===== config.mk =====
export PLATFORM = sky130hd
export DESIGN_NAME = reg_dump_engine
export DESIGN_NICKNAME = d
export VERILOG_FILES = /design/src/rtl/reg_dump_engine.sv
export SDC_FILE = /design/constraint.sdc
export NUM_CORES = 1
export LEC_CHECK = 0
export ABC_AREA = 1
export CAP_MARGIN = 40
export CORE_MARGIN = 3
export CORE_UTILIZATION = 45
export DETAILED_ROUTE_END_ITERATION = 8
export PLACE_DENSITY = 0.82
export SYNTH_ARGS = -nofsm -noshare
export SYNTH_HDL_FRONTEND = slang
export SYNTH_SLANG_ARGS = --single-unit

===== constraint.sdc =====
create_clock -name clk -period 3.4 [get_ports clk]
set_clock_uncertainty 0.1 [all_clocks]
set_input_delay 0.51 -clock clk [delete_from_list [all_inputs] [get_ports clk]]
set_output_delay 0.51 -clock clk [all_outputs]
set_load 0.1 [all_outputs]

===== src/rtl/reg_dump_engine.sv =====
// rtl/reg_dump_engine.sv - snapshots PC/instruction and streams the register file as a 34-word frame
module reg_dump_engine #(
    parameter int DUMP_LIMIT = 1000
) (
    input  logic        clk,
    input  logic        rstn,
    input  logic        start,
    input  logic [31:0] pc_in,
    input  logic [31:0] instr_in,
    output logic [4:0]  reg_sel,
    input  logic [31:0] reg_data,
    output logic        out_valid,
    input  logic        out_ready,
    output logic [31:0] out_data,
    output logic [5:0]  out_tag,
    output logic        busy,
    output logic        done,
    output logic        stopped
);

    typedef enum logic [2:0] {
        IDLE,
        SEND_PC,
        SEND_INSTR,
        FETCH,
        SEND_REG,
        DONE
    } state_t;

    state_t      state;
    state_t      state_nxt;
    logic [4:0]  reg_sel_nxt;
    logic [31:0] pc_q;
    logic [31:0] instr_q;
    logic [31:0] data_q;
    logic [15:0] frame_cnt;
    logic        accept;

    assign accept = (state == IDLE) && start && !stopped;

    // Outputs are pure functions of registered state, so they cannot move while a word is stalled.
    always_comb begin
        state_nxt   = state;
        reg_sel_nxt = reg_sel;
        out_valid   = 1'b0;
        out_data    = data_q;
        out_tag     = 6'd0;
        busy        = 1'b1;
        done        = 1'b0;
        case (state)
            IDLE: begin
                busy = 1'b0;
                if (accept) begin
                    state_nxt = SEND_PC;
                end
            end
            SEND_PC: begin
                out_valid = 1'b1;
                out_data  = pc_q;
                out_tag   = 6'd0;
                if (out_ready) begin
                    state_nxt = SEND_INSTR;
                end
            end
            SEND_INSTR: begin
                out_valid = 1'b1;
                out_data  = instr_q;
                out_tag   = 6'd1;
                if (out_ready) begin
                    reg_sel_nxt = 5'd0;
                    state_nxt   = FETCH;
                end
            end
            FETCH: begin
                state_nxt = SEND_REG;
            end
            SEND_REG: begin
                out_valid = 1'b1;
                out_tag   = {1'b0, reg_sel} + 6'd2;
                if (out_ready) begin
                    if (reg_sel == 5'd31) begin
                        state_nxt = DONE;
                    end else begin
                        reg_sel_nxt = reg_sel + 5'd1;
                        state_nxt   = FETCH;
                    end
                end
            end
            DONE: begin
                done      = 1'b1;
                state_nxt = IDLE;
            end
            default: begin
                state_nxt = IDLE;
            end
        endcase
    end

    always_ff @(posedge clk) begin
        if (!rstn) begin
            state     <= IDLE;
            reg_sel   <= 5'd0;
            pc_q      <= 32'd0;
            instr_q   <= 32'd0;
            data_q    <= 32'd0;
            frame_cnt <= 16'd0;
            stopped   <= 1'b0;
        end else begin
            state   <= state_nxt;
            reg_sel <= reg_sel_nxt;
            if (accept) begin
                pc_q    <= pc_in;
                instr_q <= instr_in;
            end
            // x0 is hardwired zero, whatever the register file returns for it.
            if (state == FETCH) begin
                data_q <= (reg_sel == 5'd0) ? 32'd0 : reg_data;
            end
            if (state == DONE) begin
                frame_cnt <= frame_cnt + 16'd1;
                if (frame_cnt + 16'd1 == 16'(DUMP_LIMIT)) begin
                    stopped <= 1'b1;
                end
            end
        end
    end

endmodule


[Word level (Yosys, flattened, before mapping)]
Cells that the tools add are included.
Storage, ports and cells
  register bits after elaboration: 121
  bits of input ports: 100
  output and inout bits: 47
  logic and storage cells: 48
Cells by class
  $add $sub $neg: 3
  equal/unequal tests: 12
  multiplexer cells: 16
  reductions and logical operators: 10
Operator list (count)
  $pmux 32 s2: 1
  $mux 32: 1
  $add 16x1->16 const B: 1
  $eq 16x10->1 const B: 1
  $mux 3: 5
  $mux 5: 3
  $pmux 3 s5: 1
  $pmux 6 s2: 1
  $ne 2x2->1 const B: 5
  $pmux 5 s2: 1
  $reduce_and 4->1: 2
  $add 5x2->6 const B: 1
  $eq 3x2->1 const B: 2
  $eq 3x3->1 const B: 2
  $add 5x1->5 const B: 1
  $eq 5x5->1 const B: 1
  $logic_not 5->1: 1
  $eq 3x1->1 const B: 1
  $logic_not 3->1: 1
  $mux 1: 3
  $reduce_or 3->1: 1
  $logic_and 1x1->1: 2
  $reduce_and 2->1: 1
  $reduce_bool 2->1: 1
  $logic_not 1->1: 1

[Logic depth before layout (Yosys ltp)]
  depth after elaboration: 5
  mapped depth: 10
  mapped depth without buffers: 10

[Worst setup path after synthesis]
No wires, ideal clock.
  kind: flip-flop to output port
  start: reg reg_sel[1]
  end: out out_tag[5]
  arrival time: 3.537 ns
  required time: 2.790 ns
  path slack: -0.747 ns
  stages on the path, launching flop included: 4
  cells stage by stage: dfxtp_1 -> ha_1 -> nand2_1 -> nor3_1
Between the ends
  cells in the longest elaborated chain, start to end: 2
Ends and longest elaborated chain
  start: declaration: RTL line 10  | output logic [4:0] reg_sel,
  start signal: assignment: RTL line 110  | reg_sel <= reg_sel_nxt;
  $add 5x2->6: RTL line 79  | out_tag = {1'b0, reg_sel} + 6'd2;
  $pmux 6 s2: RTL line 50  | case (state)
  end: declaration: RTL line 15  | output logic [5:0] out_tag,
No other way between the ends.

[Worst setup path after layout]
  start: reg state[0]
  end: out out_data[27]
Between the ends
  cells in the longest elaborated chain, start to end: 2
  elaborated cells between the ends (all ways): 3
  those cells by class: eq/ne: 2; mux: 1
Ends and longest elaborated chain
  start: declaration: RTL line 30  | state_t state;
  start signal: assignment: RTL line 109  | state <= state_nxt;
  $eq 3x2->1 / $eq 3x1->1 (equally long branches): RTL line 50
  $pmux 32 s2 (*): RTL line 50
  end: declaration: RTL line 14  | output logic [31:0] out_data,
Every way passes the cells marked *; elsewhere a longest branch is shown, timed or not.

==> flow_summary.yaml <==
synth:
  synth_edf_count: 0
  syn_area_sq_mm: 0.00555
  synth_top_family_by_area: "simple AND/OR/NAND/NOR gates"
  synth_adder_area_share_pct: 1.13
  synth_area_leaders: "dfxtp_1, nor2_1, o21ai_0"
  synth-simple-area-share_pct: 31.5
  ys_async_sr_fraction_pct: 0
  avgSynthCellArea_sq_um: 6.83
  ys_seq_area_share_pct: 43.7
  synth.area.mux_share_pct: 0
  syn_nets: 917
  synth_seq_cells: 121
  synth-xor-area-share_pct: 0.474
  yosysTopAreaCell: "dfxtp_1"
  synth.distinct_cells: 31
  ys_warn_count: 0
  synthDominantCellAreaShare_pct: 43.7
  synth_compound_area_share_pct: 15.8
  synth-main-ff-cell: "dfxtp_1"
  netlist_instances: 812
timing:
  clock.fmax_mhz: 346
  hold_ws_ns: 0.377
  grt_setup_unrepaired: "false"
  setup_viol: 0
  worst_pin_slew_ns: 0.594
  finalSetupTns_ns: 0
  final_hold_viol_count: 0
  post-route-period-util_pct: 85.1
  period_minus_slack_ns: 2.89
  slew-limit-headroom_pct: 60.4
  slew_viol_final: 0
pwr:
  power_density_mw_per_mm2: 932
  p_sw_mw: 3.52
  switching_share_pct: 47.0
  p_total_mw: 7.50
  intPower_mw: 3.97
  pwr-share-comb_pct: 50.9
  vdd_ir_drop_max_uv: 609
  p_seq_share_pct: 26.2
  pwr-share-clk_pct: 22.9
  power.leakage_nw: 3.41
flow_run:
  cap_violations: 0
route:
  drc_errors: 0
  first_pass_iters: 5
  drt_iter0_drc: 575
  detail_route.vias_per_cell: 5.40
  routedWlPerCell_microns: 15.3
  vias: 5922
  drt_wl_total_microns: 16800
  ant_nets: 0
clock_tree:
  clock-root-buffer: "clkbuf_16"
  clk_path_buf_depth: 2
  hold_buffers: 0
  numCtsBuffers: 17
  clkSlewWorstSetupHoldPaths_ns: 0.06
  cts_setup_buffers: 0
  worstSkewPairLatency_ns: 0.41
  cts_tree: "built"
  cts_resized: 0
  clock-sinks: 121
  cts-htree-levels: 4
finish:
  area_delta_synth_final_pct: 45.1
  fin_nets: 1045
  drive_gt1_share_pct: 11.0
  mostFrequentLayoutCells: "nor2_1, dfxtp_1, nand2_1"
  fin_area_sq_mm: 0.00805
  final_core_util_pct: 68.7
  layout_commonest_cell: "nor2_1"
  antenna_cells: 0
setup_path:
  crit_chain: "buf_4, nand3_1, nand2_1, inv_1, buf_16, nand2_1, nand3_1, buf_12"
  slowest_stage: "buf_4"
  arrival_ns: 2.28
  path_class: "flop to output pin"
  cp_max_fo: 37
  start_kind: "flop"
  max_stage_delay_ns: 0.38
  setup.worst_path.end_class: "output pin"
  worstPathRequired_ns: 2.79
placement:
  io_buffers: 146
  gp_congestion: 0.861
  dpl.hpwl_microns: 11300
  place_area_sq_mm: 0.00748
global_route:
  antenna_found_initial: 0
  grt_pass1_wl_microns: 27300
  grt_overflow: 0
  grt_max_degree: 66
  grt_pass1_vias: 5787
  grt_usage_pct: 25.2
run_status:
  status: "complete, no violations"
floorplanning:
  ios: 147
  start_util_pct: 47.4
  dieHeight_microns: 117
  die_w_microns: 117
  core_area_sq_mm: 0.0117
  num_rows: 39
  die_area_sq_mm: 0.0137
worst_hold_path:
  min_path_type: "flop to flop"
worst paths after layout:
kind	cells after the start	start	to	slack, ns
setup / recovery	8	state[0]	out_data[27]	0.51
hold reg to reg	2	stopped	stopped	0.38
hold / removal	2	stopped	stopped	0.38
setup reg to reg	9	state[0]	state[2]	0.87
state kept, by name, summed over array words and instances (netlist names):
| name | cells |
|---|---|
| state | 3 |
| instr_q | 32 |
| pc_q | 32 |
| reg_sel | 5 |
| stopped | 1 |
| frame_cnt | 16 |
| data_q | 32 |
cell type report:
| type | count | area (sq um) |
|---|---|---|
| Tap cell | 143 | 179 |
| Multi-Input combinational cell | 590 | 2740 |
| Sequential cell | 121 | 2420 |
| Fill cell | 954 | 3670 |
| Timing Repair Buffer | 162 | 1960 |
| Clock buffer | 18 | 429 |
| Inverter | 48 | 180 |
| Clock inverter | 14 | 140 |
power groups by stage:
| stage | logic, mW | clock network (mW) | registers, mW |
|---|---|---|---|
| detailed placement | 3.79 | 0 | 1.98 |
| floorplan | 2.48 | 0 | 1.94 |
| global placement | 3.68 | 0 | 1.97 |
| finish | 3.82 | 1.72 | 1.96 |
| global route | 4.04 | 1.81 | 2.00 |
| CTS | 3.80 | 1.74 | 1.96 |
stage by stage:
stage | worst slack, ns | cells
final | 0.507 | 1096
after global routing | 0.374 | 1096
after CTS | 0.527 | 1096
after detailed placement | 0.876 | 1064
after global placement | 0.714 | 1059
after floorplan | 0.108 | 812
Yosys cell counts, types with 2 or more instances:
library cell    n
clkbuf_2        6
inv_2           3
a21oi_1        46
dfxtp_1       121
a211oi_1        2
nor2_1        190
clkbuf_1       33
clkinv_1        2
o211ai_1        5
nor2_2          3
nand3_1        55
nand2_1       116
xor2_1          2
inv_1          43
o21ai_0       102
nand2_2         2
buf_2          12
nor3_1          4
o21ai_1        11
nand4_1        39
ha_1            5
worst max-delay path, delay by kind of cell (launching register included):
kind	cells	cell delay, ns
flops	1	0.33
simple gates	4	0.47
buf+inv	4	1.05
cells by family after synthesis:
family	count (synthesis)
AO/OA/AOI/OAI	170
XOR/XNOR	3
flip-flops	121
adder cells (fa/ha/maj)	5
buffers and inverters	101
AND/OR/NAND/NOR	412
per-layer routing:
layer  wire (microns)  global-route usage (%)  vias up
li1                 -                       -     2949
met1             7210                    33.1     2641
met4              414                    9.56        0
met3             1660                    8.12       40
met5                0                       0        -
met2             7490                    38.9      292
Note: power is estimated with default switching activity, not from simulation.
